## src/rtl/ptw_req_arbiter_if.sv

```systemverilog
// Signal bundle between the IF/MEM requesters, the PTW arbiter and the page-table walker.
// valid/ready: a request transfers on any rising edge where both are high; resp_valid is a one-cycle pulse with no back-pressure.
interface ptw_req_arbiter_if;
    logic [1:0]  priv;
    logic        if_req_valid;
    logic [63:0] if_req_vaddr;
    logic        if_req_ready;
    logic        if_flush;
    logic        if_resp_valid;
    logic [63:0] if_resp_paddr;
    logic        if_resp_fault;
    logic        mem_req_valid;
    logic [63:0] mem_req_vaddr;
    logic        mem_req_we;
    logic        mem_req_re;
    logic        mem_req_ready;
    logic        mem_flush;
    logic        mem_resp_valid;
    logic [63:0] mem_resp_paddr;
    logic        mem_resp_fault;
    logic        ptw_req_valid;
    logic        ptw_req_ready;
    logic [63:0] ptw_req_vaddr;
    logic [1:0]  ptw_req_acc;
    logic [1:0]  ptw_req_priv;
    logic        ptw_resp_valid;
    logic [63:0] ptw_resp_paddr;
    logic        ptw_resp_fault;

    modport slave (
        input  priv, if_req_valid, if_req_vaddr, if_flush,
               mem_req_valid, mem_req_vaddr, mem_req_we, mem_req_re, mem_flush,
               ptw_req_ready, ptw_resp_valid, ptw_resp_paddr, ptw_resp_fault,
        output if_req_ready, if_resp_valid, if_resp_paddr, if_resp_fault,
               mem_req_ready, mem_resp_valid, mem_resp_paddr, mem_resp_fault,
               ptw_req_valid, ptw_req_vaddr, ptw_req_acc, ptw_req_priv
    );

    modport master (
        output priv, if_req_valid, if_req_vaddr, if_flush,
               mem_req_valid, mem_req_vaddr, mem_req_we, mem_req_re, mem_flush,
               ptw_req_ready, ptw_resp_valid, ptw_resp_paddr, ptw_resp_fault,
        input  if_req_ready, if_resp_valid, if_resp_paddr, if_resp_fault,
               mem_req_ready, mem_resp_valid, mem_resp_paddr, mem_resp_fault,
               ptw_req_valid, ptw_req_vaddr, ptw_req_acc, ptw_req_priv
    );
endinterface

```

## src/rtl/ptw_req_arbiter.sv

```systemverilog
// Shares one page-table walker between IF and MEM: MEM-priority arbitration with IF starvation
// relief, one outstanding walk, and flush handling that cancels or drops the owner's walk.
module ptw_req_arbiter #(
    parameter int STARVE_LIMIT = 4,
    parameter int CNT_W        = 3
) (
    input  logic               clk,
    input  logic               rst,
    ptw_req_arbiter_if.slave   bus,
    output logic [1:0]         dbg_state_o
);
    typedef enum logic [1:0] {IDLE = 2'd0, ISSUE = 2'd1, WAIT = 2'd2, DROP = 2'd3} state_e;

    localparam logic [CNT_W-1:0] LIMIT     = CNT_W'(STARVE_LIMIT);
    localparam logic [1:0]       ACC_FETCH = 2'd0;
    localparam logic [1:0]       ACC_LOAD  = 2'd1;
    localparam logic [1:0]       ACC_STORE = 2'd2;

    state_e           state_q, state_d;
    logic             owner_q, owner_d;
    logic [CNT_W-1:0] cnt_q, cnt_d;
    logic [63:0]      vaddr_q, vaddr_d;
    logic [1:0]       acc_q, acc_d;
    logic [1:0]       priv_q, priv_d;
    logic [63:0]      paddr_q, paddr_d;
    logic             fault_q, fault_d;
    logic             if_rv_q, if_rv_d;
    logic             mem_rv_q, mem_rv_d;

    logic if_ok, mem_ok, grant_if, grant_mem, if_rdy, mem_rdy, own_flush;

    // A flushed requester drops out of arbitration, so the other one can win that cycle.
    always_comb begin
        if_ok     = bus.if_req_valid & ~bus.if_flush;
        mem_ok    = bus.mem_req_valid & ~bus.mem_flush;
        grant_if  = if_ok & (~mem_ok | (cnt_q == LIMIT));
        grant_mem = mem_ok & ~grant_if;
        if_rdy    = (state_q == IDLE) & grant_if;
        mem_rdy   = (state_q == IDLE) & grant_mem;
        own_flush = owner_q ? bus.mem_flush : bus.if_flush;
    end

    always_comb begin
        state_d  = state_q;
        owner_d  = owner_q;
        cnt_d    = cnt_q;
        vaddr_d  = vaddr_q;
        acc_d    = acc_q;
        priv_d   = priv_q;
        paddr_d  = paddr_q;
        fault_d  = fault_q;
        if_rv_d  = 1'b0;
        mem_rv_d = 1'b0;
        case (state_q)
            IDLE: begin
                if (if_rdy) begin
                    state_d = ISSUE;
                    owner_d = 1'b0;
                    vaddr_d = bus.if_req_vaddr;
                    acc_d   = ACC_FETCH;
                    priv_d  = bus.priv;
                    cnt_d   = '0;
                end else if (mem_rdy) begin
                    state_d = ISSUE;
                    owner_d = 1'b1;
                    vaddr_d = bus.mem_req_vaddr;
                    acc_d   = bus.mem_req_we ? ACC_STORE : ACC_LOAD;
                    priv_d  = bus.priv;
                    if (bus.if_req_valid && (cnt_q != LIMIT)) cnt_d = cnt_q + CNT_W'(1);
                end
            end
            ISSUE: begin
                if (own_flush) state_d = bus.ptw_req_ready ? DROP : IDLE;
                else if (bus.ptw_req_ready) state_d = WAIT;
            end
            WAIT: begin
                if (bus.ptw_resp_valid) begin
                    state_d = IDLE;
                    if (!own_flush) begin
                        paddr_d  = bus.ptw_resp_paddr;
                        fault_d  = bus.ptw_resp_fault;
                        if_rv_d  = ~owner_q;
                        mem_rv_d = owner_q;
                    end
                end else if (own_flush) begin
                    state_d = DROP;
                end
            end
            DROP: begin
                if (bus.ptw_resp_valid) state_d = IDLE;
            end
            default: state_d = IDLE;
        endcase
    end

    always_ff @(posedge clk) begin
        if (!rst) begin
            state_q  <= IDLE;
            owner_q  <= 1'b0;
            cnt_q    <= '0;
            vaddr_q  <= '0;
            acc_q    <= '0;
            priv_q   <= '0;
            paddr_q  <= '0;
            fault_q  <= 1'b0;
            if_rv_q  <= 1'b0;
            mem_rv_q <= 1'b0;
        end else begin
            state_q  <= state_d;
            owner_q  <= owner_d;
            cnt_q    <= cnt_d;
            vaddr_q  <= vaddr_d;
            acc_q    <= acc_d;
            priv_q   <= priv_d;
            paddr_q  <= paddr_d;
            fault_q  <= fault_d;
            if_rv_q  <= if_rv_d;
            mem_rv_q <= mem_rv_d;
        end
    end

    assign bus.if_req_ready   = if_rdy;
    assign bus.mem_req_ready  = mem_rdy;
    assign bus.ptw_req_valid  = (state_q == ISSUE);
    assign bus.ptw_req_vaddr  = vaddr_q;
    assign bus.ptw_req_acc    = acc_q;
    assign bus.ptw_req_priv   = priv_q;
    assign bus.if_resp_valid  = if_rv_q;
    assign bus.if_resp_paddr  = paddr_q;
    assign bus.if_resp_fault  = fault_q;
    assign bus.mem_resp_valid = mem_rv_q;
    assign bus.mem_resp_paddr = paddr_q;
    assign bus.mem_resp_fault = fault_q;
    assign dbg_state_o        = state_q;
endmodule

```

## src/flat_wrapper.sv

```systemverilog
// flat-port wrapper written by rule: the top's interface ports become plain ports
module ptw_req_arbiter_flat 
#(
    parameter int STARVE_LIMIT = 4,
    parameter int CNT_W        = 3
)
  (clk, rst, dbg_state_o, bus_priv, bus_if_req_valid, bus_if_req_vaddr, bus_if_flush, bus_mem_req_valid, bus_mem_req_vaddr, bus_mem_req_we, bus_mem_req_re, bus_mem_flush, bus_ptw_req_ready, bus_ptw_resp_valid, bus_ptw_resp_paddr, bus_ptw_resp_fault, bus_if_req_ready, bus_if_resp_valid, bus_if_resp_paddr, bus_if_resp_fault, bus_mem_req_ready, bus_mem_resp_valid, bus_mem_resp_paddr, bus_mem_resp_fault, bus_ptw_req_valid, bus_ptw_req_vaddr, bus_ptw_req_acc, bus_ptw_req_priv);
  ptw_req_arbiter_if bus_i ();
  input  logic clk;
  input  logic rst;
  output logic [1:0] dbg_state_o;
  input wire logic [$bits(bus_i.priv)-1:0] bus_priv;
  input wire logic [$bits(bus_i.if_req_valid)-1:0] bus_if_req_valid;
  input wire logic [$bits(bus_i.if_req_vaddr)-1:0] bus_if_req_vaddr;
  input wire logic [$bits(bus_i.if_flush)-1:0] bus_if_flush;
  input wire logic [$bits(bus_i.mem_req_valid)-1:0] bus_mem_req_valid;
  input wire logic [$bits(bus_i.mem_req_vaddr)-1:0] bus_mem_req_vaddr;
  input wire logic [$bits(bus_i.mem_req_we)-1:0] bus_mem_req_we;
  input wire logic [$bits(bus_i.mem_req_re)-1:0] bus_mem_req_re;
  input wire logic [$bits(bus_i.mem_flush)-1:0] bus_mem_flush;
  input wire logic [$bits(bus_i.ptw_req_ready)-1:0] bus_ptw_req_ready;
  input wire logic [$bits(bus_i.ptw_resp_valid)-1:0] bus_ptw_resp_valid;
  input wire logic [$bits(bus_i.ptw_resp_paddr)-1:0] bus_ptw_resp_paddr;
  input wire logic [$bits(bus_i.ptw_resp_fault)-1:0] bus_ptw_resp_fault;
  output wire logic [$bits(bus_i.if_req_ready)-1:0] bus_if_req_ready;
  output wire logic [$bits(bus_i.if_resp_valid)-1:0] bus_if_resp_valid;
  output wire logic [$bits(bus_i.if_resp_paddr)-1:0] bus_if_resp_paddr;
  output wire logic [$bits(bus_i.if_resp_fault)-1:0] bus_if_resp_fault;
  output wire logic [$bits(bus_i.mem_req_ready)-1:0] bus_mem_req_ready;
  output wire logic [$bits(bus_i.mem_resp_valid)-1:0] bus_mem_resp_valid;
  output wire logic [$bits(bus_i.mem_resp_paddr)-1:0] bus_mem_resp_paddr;
  output wire logic [$bits(bus_i.mem_resp_fault)-1:0] bus_mem_resp_fault;
  output wire logic [$bits(bus_i.ptw_req_valid)-1:0] bus_ptw_req_valid;
  output wire logic [$bits(bus_i.ptw_req_vaddr)-1:0] bus_ptw_req_vaddr;
  output wire logic [$bits(bus_i.ptw_req_acc)-1:0] bus_ptw_req_acc;
  output wire logic [$bits(bus_i.ptw_req_priv)-1:0] bus_ptw_req_priv;
  assign bus_i.priv = bus_priv;
  assign bus_i.if_req_valid = bus_if_req_valid;
  assign bus_i.if_req_vaddr = bus_if_req_vaddr;
  assign bus_i.if_flush = bus_if_flush;
  assign bus_i.mem_req_valid = bus_mem_req_valid;
  assign bus_i.mem_req_vaddr = bus_mem_req_vaddr;
  assign bus_i.mem_req_we = bus_mem_req_we;
  assign bus_i.mem_req_re = bus_mem_req_re;
  assign bus_i.mem_flush = bus_mem_flush;
  assign bus_i.ptw_req_ready = bus_ptw_req_ready;
  assign bus_i.ptw_resp_valid = bus_ptw_resp_valid;
  assign bus_i.ptw_resp_paddr = bus_ptw_resp_paddr;
  assign bus_i.ptw_resp_fault = bus_ptw_resp_fault;
  assign bus_if_req_ready = bus_i.if_req_ready;
  assign bus_if_resp_valid = bus_i.if_resp_valid;
  assign bus_if_resp_paddr = bus_i.if_resp_paddr;
  assign bus_if_resp_fault = bus_i.if_resp_fault;
  assign bus_mem_req_ready = bus_i.mem_req_ready;
  assign bus_mem_resp_valid = bus_i.mem_resp_valid;
  assign bus_mem_resp_paddr = bus_i.mem_resp_paddr;
  assign bus_mem_resp_fault = bus_i.mem_resp_fault;
  assign bus_ptw_req_valid = bus_i.ptw_req_valid;
  assign bus_ptw_req_vaddr = bus_i.ptw_req_vaddr;
  assign bus_ptw_req_acc = bus_i.ptw_req_acc;
  assign bus_ptw_req_priv = bus_i.ptw_req_priv;
  ptw_req_arbiter #(.STARVE_LIMIT(STARVE_LIMIT), .CNT_W(CNT_W)) u_core (.clk(clk), .rst(rst), .bus(bus_i), .dbg_state_o(dbg_state_o));
endmodule
```

## config.mk

```make
export PLATFORM = sky130hd
export DESIGN_NAME = ptw_req_arbiter_flat
export DESIGN_NICKNAME = d
export VERILOG_FILES = /design/src/rtl/ptw_req_arbiter_if.sv /design/src/rtl/ptw_req_arbiter.sv /design/src/flat_wrapper.sv
export SDC_FILE = /design/constraint.sdc
export NUM_CORES = 1
export LEC_CHECK = 0
export CORE_AREA = 3 3 157 159
export DETAILED_ROUTE_END_ITERATION = 10
export DIE_AREA = 0 0 160 162
export PLACE_DENSITY_LB_ADDON = 0.25
export SYNTH_ARGS = -nofsm -noshare
export SYNTH_HDL_FRONTEND = slang
export SYNTH_SLANG_ARGS = --single-unit
```

## constraint.sdc

```tcl
create_clock -name clk -period 2.78 [get_ports clk]
set_input_delay 0.278 -clock clk [delete_from_list [all_inputs] [get_ports clk]]
set_output_delay 0.278 -clock clk [all_outputs]
set_load 0.01 [all_outputs]
```

==> flow_metrics.py, run 1 <==
metrics = {
    "layout": {
        "syn2layout_area_growth_pct": 75.01,
        "final_common_cell": "clkdlybuf4s50_1",
        "multi_input_area_um2": 2275,
        "antenna_cells": 0,
        "mostFrequentLayoutCells": "clkdlybuf4s50_1 (407), dfxtp_1 (141), nand2_1 (137)",
        "drive_gt1_share_pct": 4.674,
        "nets": 1223,
        "seqCellArea_um2": 2823,
        "n_fill_cell": 2391,
    },
    "logic_synthesis": {
        "syn-num-nets": 900,
        "ys_seq_elements": 141,
        "ys_seq_area_share_pct": 48.03,
        "syn_area_per_cell_um2": 8.480,
        "synth_area_um2": 5877,
        "ys.warnings.count": 0,
        "synth_cells": 693,
        "synth.distinct_cells": 32,
    },
    "timing": {
        "setup_ws_ns": 0.3160,
        "period_share_pct": 88.63,
        "relSlewSlack_pct": 47.71,
        "drv_slew": 0,
        "tightest_slew_ns": 0.7843,
        "max_freq_ghz": 0.4058,
        "finalHoldViolations": 0,
        "fin_tns_setup_ns": 0,
        "skew_ns": 0.02389,
        "finalSetupViolations": 0,
        "post-route-min-period_ns": 2.464,
        "rsz0062_at_grt": "no",
    },
    "critical_path": {
        "reg2reg_to": "u_core.bus.ptw_req_acc[0]",
        "reg2reg_setup_slack_ns": 0.54,
        "crit_buf_inv": 3,
        "cp_cell_sequence": "inv_1 > ha_1 > nand2_1 > a2111o_2 > inv_1 > clkdlybuf4s50_1",
        "crit_start": "u_core.cnt_q[0]",
        "cp-end-kind": "output pin",
        "crit_required_ns": 2.50,
        "path_depth": 6,
        "r2r-start": "u_core.cnt_q[0]",
        "arrival_ns": 2.19,
        "cp_top_family": "buffers and inverters",
        "crit_type": "reg -> out",
        "cpMostUsedCell": "inv_1",
        "slowest_delay_ns": 0.59,
        "worst_path_max_delay_cell": "clkdlybuf4s50_1",
        "rr_worst_depth": 7,
        "worst_setup_path_start_kind": "flip-flop",
        "cp_max_fo": 4,
    },
    "grt": {
        "grt_pass1_vias": 5876,
        "grt_usage_pct": 15.94,
        "antenna_found_initial": 0,
        "grt_max_degree": 70,
        "grt_pass1_wl_um": 32750,
        "gr-total-overflow": 0,
    },
    "clocking": {
        "cts_setup_buffers": 0,
        "clockBufferDepth": 2,
        "cts_tree": "done",
        "h-tree-depth": 4,
        "clock-root-buffer": "clkbuf_16",
        "cts_resized": 0,
        "cts_buffers": 17,
        "clk_pin_slew_ns": 0.06,
        "cts.sinks": 141,
        "clk_latency_ns": 0.43,
        "hold_buffers": 0,
    },
    "die": {
        "core-area_um2": 23400,
        "ioPinCount": 410,
        "fp-row-count": 56,
        "die_w_um": 160,
        "fp.dieH_um": 162,
        "start_util_pct": 25.11,
        "dieArea_um2": 25920,
    },
    "hold_path": {
        "min-delay-start": "rst",
        "min_path_type": "in -> reg",
        "holdPathEnd": "u_core.bus.if_resp_valid",
        "holdPathStages": 3,
    },
    "placed_design": {
        "dpl.hpwl_um": 16040,
        "pre_cts_ws_ns": 0.2609,
        "place_congestion": 0.7469,
        "port_buffers": 408,
    },
    "detailed_routing": {
        "drtAntennaViolNets": 0,
        "vias_per_cell": 4.350,
        "drt_pass1_iterations": 4,
        "drt_wl_total_um": 21720,
        "drc": 0,
        "wl_per_cell_um": 16.14,
        "via_count": 5855,
        "drt_iter0_markers": 237,
    },
    "run_status": {
        "run_status": "finished clean",
    },
    "power_and_ir_drop": {
        "peakVddDrop_v": 0.0003365,
        "p_leak_uw": 0.003605,
        "p_per_area_nw_per_um2": 537.6,
    },
    "run": {
        "drv_cap": 0,
    },
}
[routing by layer]
metal | vias to the layer above | share of wire (%) | global-route usage, %
met5 | - | 0 | 0
met4 | 0 | 1.4 | 5.128
met3 | 16 | 9.2 | 6.350
met2 | 262 | 50 | 28.83
met1 | 2657 | 39 | 17.01
li1 | 2920 | - | -
[worst reg2reg max path, cell delays in order, from the launching register on]
cell and delay (ns):
dfxtp_1 0.33, inv_1 0.07, ha_1 0.19, nand2_1 0.16, a2111o_2 0.17, buf_4 0.58, nand2_1 0.37, a211oi_1 0.29
[per-stage QoR]
step / cells / hold slack, ns / utilization (%) / power [uW] / cell area [um^2]
2_1_floorplan: 693 / 0.3726 / - / 2664 / 5877
6_report: 1346 / 0.2946 / 43.95 / 5529 / 10280
3_5_place_dp: 1316 / 0.4600 / 41.52 / 3332 / 9717
3_3_place_gp: 1316 / 0.4553 / 41.52 / 3323 / 9717
5_1_grt: 1346 / 0.3021 / 43.95 / 5778 / 10280
4_1_cts: 1346 / 0.2832 / 43.95 / 5612 / 10280
[final cells by class]
type | instances | share of cell area [%]
multi-input combinational | 432 | 22.12
tap | 319 | 3.881
timing repair buffer | 419 | 40.85
clock buffer | 18 | 4.173
sequential | 141 | 27.45
inverter | 5 | 0.1825
clock inverter | 12 | 1.350
[cells by family after synthesis]
group           Yosys count  share of synthesized area (%)
compound gates          203                          21.80
xor+xnor                  3                         0.4472
fa+ha+maj                 2                         0.4257
buf+inv                 120                          13.63
flops                   141                          48.03
mux                       4                         0.7664
simple gates            220                          14.90
[state kept, by name (all words and copies together) (netlist names)]
signal and count:
u_core.cnt_q 3, u_core.bus.if_resp_valid 1, u_core.bus.mem_resp_valid 1, u_core.owner_q 1, u_core.bus.if_resp_fault 1, u_core.bus.ptw_req_acc 2, u_core.bus.if_resp_paddr 64, u_core.bus.ptw_req_priv 2
u_core.dbg_state_o 2, u_core.bus.ptw_req_vaddr 64
[synth_stat cells]
cell | n | area share (%)
buf_2 | 13 | 1.1
nor2_1 | 71 | 4.5
nor3_2 | 1 | 0.17
a21oi_1 | 2 | 0.17
nor4b_4 | 1 | 0.40
a2111o_1 | 1 | 0.19
o32a_1 | 1 | 0.17
ha_1 | 2 | 0.43
nor2b_1 | 5 | 0.53
inv_1 | 5 | 0.32
nand2b_1 | 2 | 0.21
o21ai_1 | 4 | 0.34
o21a_1 | 1 | 0.13
dfxtp_1 | 141 | 48
a21boi_0 | 16 | 2.0
buf_6 | 9 | 1.7
a221oi_1 | 1 | 0.15
mux2_4 | 1 | 0.26
buf_4 | 71 | 9.1
o21ai_0 | 62 | 5.3
nand3_1 | 1 | 0.085
a211oi_1 | 1 | 0.13
xor2_1 | 2 | 0.30
a21boi_1 | 50 | 6.4
o22ai_1 | 64 | 6.8
buf_1 | 1 | 0.064
nand2_1 | 137 | 8.8
nand4_1 | 1 | 0.11
xnor2_1 | 1 | 0.15
mux2i_1 | 3 | 0.51
clkbuf_1 | 21 | 1.3
or3_1 | 1 | 0.11
[worst max-delay path by stage]
stage,endpoint,slack [ns]
floorplan,bus_if_req_ready,1.13
global placement,u_core.bus.ptw_req_acc[0],0.27
detailed placement,u_core.bus.ptw_req_acc[0],0.26
CTS,bus_if_req_ready,0.24
global route,bus_if_req_ready,0.22
finish,bus_if_req_ready,0.32
[power by group]
group / internal (uW) / switching, uW
Clock: 1320 / 934
Sequential: 2150 / 78.3
Combinational: 633 / 413
Note: power is estimated with default switching activity, not from simulation.
==> run 2, diff against run 1 <==
--- a/config.mk
+++ b/config.mk
@@ -12,3 +12,4 @@
 export SYNTH_ARGS = -nofsm -noshare
 export SYNTH_HDL_FRONTEND = slang
 export SYNTH_SLANG_ARGS = --single-unit
+export TNS_END_PERCENT = 100
==> results of run 2 <==
Same layout as run 1: the final DEF is identical, and so are final timing and power.
==> run 3, diff against run 2 <==
--- a/config.mk
+++ b/config.mk
@@ -5,9 +5,9 @@
 export SDC_FILE = /design/constraint.sdc
 export NUM_CORES = 1
 export LEC_CHECK = 0
-export CORE_AREA = 3 3 157 159
+export CORE_AREA = 3 3 159 161
 export DETAILED_ROUTE_END_ITERATION = 10
-export DIE_AREA = 0 0 160 162
+export DIE_AREA = 0 0 162 164
 export PLACE_DENSITY_LB_ADDON = 0.25
 export SYNTH_ARGS = -nofsm -noshare
 export SYNTH_HDL_FRONTEND = slang
==> constraint.sdc (replaced) <==
create_clock -name clk -period 2.8 [get_ports clk]
set_input_delay 0.28 -clock clk [delete_from_list [all_inputs] [get_ports clk]]
set_output_delay 0.28 -clock clk [all_outputs]
set_load 0.01 [all_outputs]
==> flow_metrics.py, run 3 (synthesis results as in run 1) <==
metrics = {
    "run_status": {
        "run_status": "finished clean",
    },
    "die": {
        "start_util_pct": 24.38,
        "die_w_um": 162,
        "ioPinCount": 410,
        "fp-row-count": 57,
        "fp.dieH_um": 164,
        "dieArea_um2": 26570,
        "core-area_um2": 24110,
    },
    "placed_design": {
        "port_buffers": 408,
        "place_congestion": 0.7374,
        "dpl.hpwl_um": 15910,
    },
    "power_and_ir_drop": {
        "p_switching_uw": 1408,
        "p_int_uw": 4160,
        "p_sw_share_pct": 25.28,
        "p_seq_share_pct": 39.7,
        "peakVddDrop_v": 0.0003368,
        "p_leak_uw": 0.003603,
        "clkPwrFrac_pct": 41.8,
        "comb_power_share_pct": 18.5,
        "p_per_area_nw_per_um2": 540.9,
    },
    "detailed_routing": {
        "wl_met1_um": 8470,
        "drt_iter0_markers": 297,
        "via_count": 5845,
        "drtAntennaViolNets": 0,
        "drc": 0,
        "wl_per_cell_um": 16.14,
        "top_layer": "met4",
        "drt_wl_total_um": 21750,
        "met2_length_um": 10930,
        "vias_per_cell": 4.336,
        "drt_pass1_iterations": 4,
        "wl_met3_um": 2139,
    },
    "critical_path": {
        "crit_type": "reg -> out",
        "worst_setup_path_start_kind": "flip-flop",
        "rr_worst_depth": 7,
        "crit_required_ns": 2.52,
        "cp_max_fo": 4,
        "arrival_ns": 2.20,
        "reg2reg_setup_slack_ns": 0.53,
        "r2r-start": "u_core.cnt_q[0]",
        "reg2reg_to": "u_core.bus.ptw_req_acc[0]",
        "cp-end-kind": "output pin",
    },
    "timing": {
        "fin_tns_setup_ns": 0,
        "rsz0062_at_grt": "no",
        "relSlewSlack_pct": 46.44,
        "post-route-min-period_ns": 2.477,
        "hold_slack_ns": 0.3130,
        "tightest_slew_ns": 0.8033,
        "skew_ns": 0.008404,
        "finalHoldViolations": 0,
        "period_share_pct": 88.47,
        "finalSetupViolations": 0,
        "drv_slew": 0,
        "max_freq_ghz": 0.4037,
    },
    "layout": {
        "syn2layout_area_growth_pct": 75.15,
        "nets": 1220,
        "antenna_cells": 0,
        "drive_gt1_share_pct": 4.395,
        "mostFrequentLayoutCells": "clkdlybuf4s50_1 (407), dfxtp_1 (141), nand2_1 (137)",
        "final_common_cell": "clkdlybuf4s50_1",
    },
    "clocking": {
        "h-tree-depth": 4,
        "cts_resized": 0,
        "clk_pin_slew_ns": 0.07,
        "cts.sinks": 141,
        "cts_setup_buffers": 0,
        "cts_buffers": 17,
        "hold_buffers": 0,
        "clk_latency_ns": 0.41,
        "clock-root-buffer": "clkbuf_16",
        "clockBufferDepth": 2,
        "cts_tree": "done",
    },
    "grt": {
        "grt_max_degree": 67,
        "grt_pass1_vias": 5749,
        "antenna_found_initial": 0,
        "grt_pass1_wl_um": 32340,
        "grt_usage_pct": 15.53,
        "gr-total-overflow": 0,
    },
    "hold_path": {
        "min_path_type": "in -> reg",
        "min-delay-start": "rst",
        "holdPathEnd": "u_core.bus.ptw_req_vaddr[12]",
        "holdPathStages": 3,
    },
    "run": {
        "drv_cap": 0,
    },
}
-- run 3: cell types whose count changed in the layout (fill, tap and decap cells not counted) --
cell	delta
buf_4	-3
bufinv_16	+1
clkinv_2	-1
-- run 3: layer usage --
metal / up-vias / global-route usage [%]
met5: - / 0
met4: 0 / 4.304
met3: 10 / 6.078
met2: 258 / 27.65
met1: 2655 / 17.28
li1: 2922 / -
-- run 3: worst max-delay path by stage --
stage	slack [ns]	endpoint	cells after the start	from
floorplan	1.15	bus_if_req_ready	7	u_core.cnt_q[0]
global placement	0.26	u_core.bus.ptw_req_acc[0]	6	bus_mem_flush
detailed placement	0.23	u_core.bus.ptw_req_acc[0]	6	bus_mem_flush
CTS	0.24	bus_if_req_ready	6	u_core.cnt_q[0]
global route	0.17	bus_if_req_ready	6	u_core.cnt_q[0]
finish	0.32	bus_if_req_ready	6	u_core.cnt_q[0]
-- run 3: worst max-delay path, cell delays in order, from the launching register on --
cell and delay, ns:
dfxtp_1 0.32, inv_1 0.09, ha_1 0.15, nand2_1 0.13, a2111o_2 0.45, inv_1 0.07, clkdlybuf4s50_1 0.59
-- run 3: through the flow --
| stage | std cells | instance area, um^2 | power [uW] | utilization (%) | worst slack, ns |
|---|---|---|---|---|---|
| 2_1_floorplan | 693 | 5877 | 2645 | - | 1.152 |
| 3_3_place_gp | 1318 | 9701 | 3287 | 40.24 | 0.2583 |
| 3_5_place_dp | 1318 | 9701 | 3298 | 40.24 | 0.2267 |
| 4_1_cts | 1348 | 10290 | 5682 | 42.70 | 0.2430 |
| 5_1_grt | 1348 | 10290 | 5851 | 42.70 | 0.1670 |
| 6_report | 1348 | 10290 | 5568 | 42.70 | 0.3228 |
-- run 3: power by group through the flow --
stage | Sequential [uW] | Clock, uW | Combinational [uW]
floorplan | 2300 | 0 | 341
global placement | 2250 | 0 | 1040
detailed placement | 2250 | 0 | 1040
CTS | 2210 | 2420 | 1050
global route | 2230 | 2510 | 1110
finish | 2210 | 2330 | 1030
-- run 3: layout make-up --
cell class	count	area, um^2
Tap cell	324	405.4
Clock inverter	12	163.9
Clock buffer	18	429.2
Inverter	5	18.77
Fill cell	2525	13810
Timing Repair Buffer	416	4179
Multi-Input combinational cell	432	2275
Sequential cell	141	2823
==> RTL edit: new RTL, flow settings as in run 3 <==
`CNT_W` is set to 3 in 2 places; all go to 2.
--- a/src/rtl/ptw_req_arbiter.sv
+++ b/src/rtl/ptw_req_arbiter.sv
@@ -2,7 +2,7 @@
 // relief, one outstanding walk, and flush handling that cancels or drops the owner's walk.
 module ptw_req_arbiter #(
     parameter int STARVE_LIMIT = 4,
-    parameter int CNT_W        = 3
+    parameter int CNT_W        = 2
 ) (
     input  logic               clk,
     input  logic               rst,
--- a/src/flat_wrapper.sv
+++ b/src/flat_wrapper.sv
@@ -2,7 +2,7 @@
 module ptw_req_arbiter_flat 
 #(
     parameter int STARVE_LIMIT = 4,
-    parameter int CNT_W        = 3
+    parameter int CNT_W        = 2
 )
   (clk, rst, dbg_state_o, bus_priv, bus_if_req_valid, bus_if_req_vaddr, bus_if_flush, bus_mem_req_valid, bus_mem_req_vaddr, bus_mem_req_we, bus_mem_req_re, bus_mem_flush, bus_ptw_req_ready, bus_ptw_resp_valid, bus_ptw_resp_paddr, bus_ptw_resp_fault, bus_if_req_ready, bus_if_resp_valid, bus_if_resp_paddr, bus_if_resp_fault, bus_mem_req_ready, bus_mem_resp_valid, bus_mem_resp_paddr, bus_mem_resp_fault, bus_ptw_req_valid, bus_ptw_req_vaddr, bus_ptw_req_acc, bus_ptw_req_priv);
   ptw_req_arbiter_if bus_i ();
Check against the original RTL: not equivalent (a bounded check fails within 4 cycles, from zero or initial values and one cycle with rst low).
==> RTL edit against run 3 <==
- register-to-register slack better by 20 ps
- sequential cell count shrank 1
- critical endpoint is now bus_mem_req_ready
- wire length increased by 1.6%
- setup slack got worse by 61 ps
- first-iteration DRC count fell by 9.8%
- largest power group unchanged
- area after synthesis is 1.4% lower
- power grew 0.17%
- final area is 0.13% lower
- count of clock-buffer cells in the layout rose by 2
==> RTL edit: results (changes against run 3) <==
- The run finished with clean final reports.
- The detailed router's first-iteration violation count is 268 (-9.8%).
- The signal arrival time at the worst endpoint came to 2260 ps (+60 ps).
- The highest layer touched by signal routing is met5.
- The amount of wire on met3 after detailed routing is 2430 um (+13%).
- The worst setup slack after placement came to 339 ps (+113 ps).
- The post-synthesis area per instance is 8.44 sq um (-0.50%).
- The number of antenna repair diodes was 0 (unchanged).
- The final worst clock skew is 13.9 ps (+5.52 ps).
- The instance area after placement is 9670 sq um (-0.30%).
- The count of distinct cell types in the synthesized netlist is 33 (+3.1%).
- Counting instances in the post-synthesis netlist gives the leading cell types as sky130_fd_sc_hd__dfxtp_1 (140), sky130_fd_sc_hd__nand2_1 (136), sky130_fd_sc_hd__nor2_1 (70), sky130_fd_sc_hd__buf_4 (66), sky130_fd_sc_hd__o22ai_1 (64).
- The total instance count after detailed placement is 1,314 (-0.30%).
- The number of nets produced by synthesis was 893 (-0.78%).
- The largest voltage drop on the vdd net is 0.342 mV (+1.4%).
- The slew at the pin closest to its max-slew limit came to 804 ps (+1.02 ps).
- The post-DP HPWL was 16,400 um (+3.0%).
- By area the synthesized netlist is led by sky130_fd_sc_hd__dfxtp_1 (48%), sky130_fd_sc_hd__nand2_1 (8.8%), sky130_fd_sc_hd__buf_4 (8.5%).
- The number of vias per cell after detailed routing came to 4.35 (+0.30%).
- The total routing resource utilization after global routing was 15.9% (+0.37 points).
- The final routed wirelength across all metal layers is 22,100 um (+1.6%).
- The post-layout net count was 1,215 (-0.41%).
- The top fanout value on the critical path is 8 (+4).
- The cell with the largest stage delay on the worst path is sky130_fd_sc_hd__or4b_1.
- The average wire length per cell after detail routing is 16.4 um (+1.8%).
- The top achievable clock speed came to 394 MHz (-2.4%).
- The peak per-stage delay on the critical path was 570 ps (-20 ps).
- The class of the tightest hold or removal check is input port to flip-flop.
- The leakage power is 3.58 nW (-0.72%).
- The met2 routing resource usage after global routing was 28.0% (+0.34 points).
- The wire length on met1 was 8630 um (+1.9%).
- The post-synthesis sequential area ratio came to 48.3% (+0.32 points).
- The wire length of the first global-routing pass was 32,700 um (+1.1%).
- The met1 usage in global routing is 17.3% (+0.045 points).
- The via count of the first global-routing pass came to 5,783 (+0.59%).
- The met2 routed wirelength is 10,800 um (-0.78%).
- The worst reg-to-reg setup slack came to 550 ps (+20 ps).
- The maximum number of pins on one net before global-route repair is 67 (unchanged).
- The number of antenna violations at the first check in global routing is 1 (+1).
## RTL edit: worst paths after layout
kind	start	depth (start not counted)	endpoint
setup reg to reg	u_core.cnt_q[0]$_SDFFE_PN0P_	6	u_core.bus.ptw_req_acc[0]$_SDFFE_PN0P_
hold reg to reg	u_core.owner_q$_SDFFE_PN0P_	1	u_core.bus.if_resp_valid$_SDFF_PP0_
hold / removal	rst	3	u_core.bus.ptw_req_vaddr[8]$_SDFFE_PN0P_
setup / recovery	u_core.dbg_state_o[1]$_SDFFE_PN0P_	4	bus_mem_req_ready
## RTL edit: power breakdown
group	internal [mW]	switching (mW)
Sequential	2.12	0.0733
Combinational	0.618	0.410
Clock	1.44	0.924
Total	4.17	1.41
## RTL edit: kinds of logic after synthesis
group | share of synthesized area [%]
buffers and inverters | 13.6
and+or+nand+nor | 14.7
adders and majority gates | 0.216
xor gates and xnor gates | 0.302
DFF | 48.3
AOI/OAI and AO/OA | 22.2
muxes | 0.712
## RTL edit: layout make-up
cell class	count	area, sq um
Clock buffer	20	447
Clock inverter	12	161
Fill cell	2514	13800
Inverter	6	22.5
Multi-Input combinational cell	426	2230
Sequential cell	140	2800
Tap cell	324	405
Timing Repair Buffer	418	4210
## RTL edit: worst max-delay path, delay by kind of cell, from the launching register on
kind	cells	cell delay, ps
flip-flops	1	380
buffers and inverters	2	650
AO/OA/AOI/OAI	1	240
AND/OR/NAND/NOR	1	570
## RTL edit: stage by stage
stage	utilization (%)	hold slack (ps)	total power, mW
floorplan	-	371	2.62
global placement	40.1	444	3.26
detailed placement	40.1	448	3.27
CTS	42.6	382	5.67
global route	42.6	402	5.83
finish	42.6	384	5.58
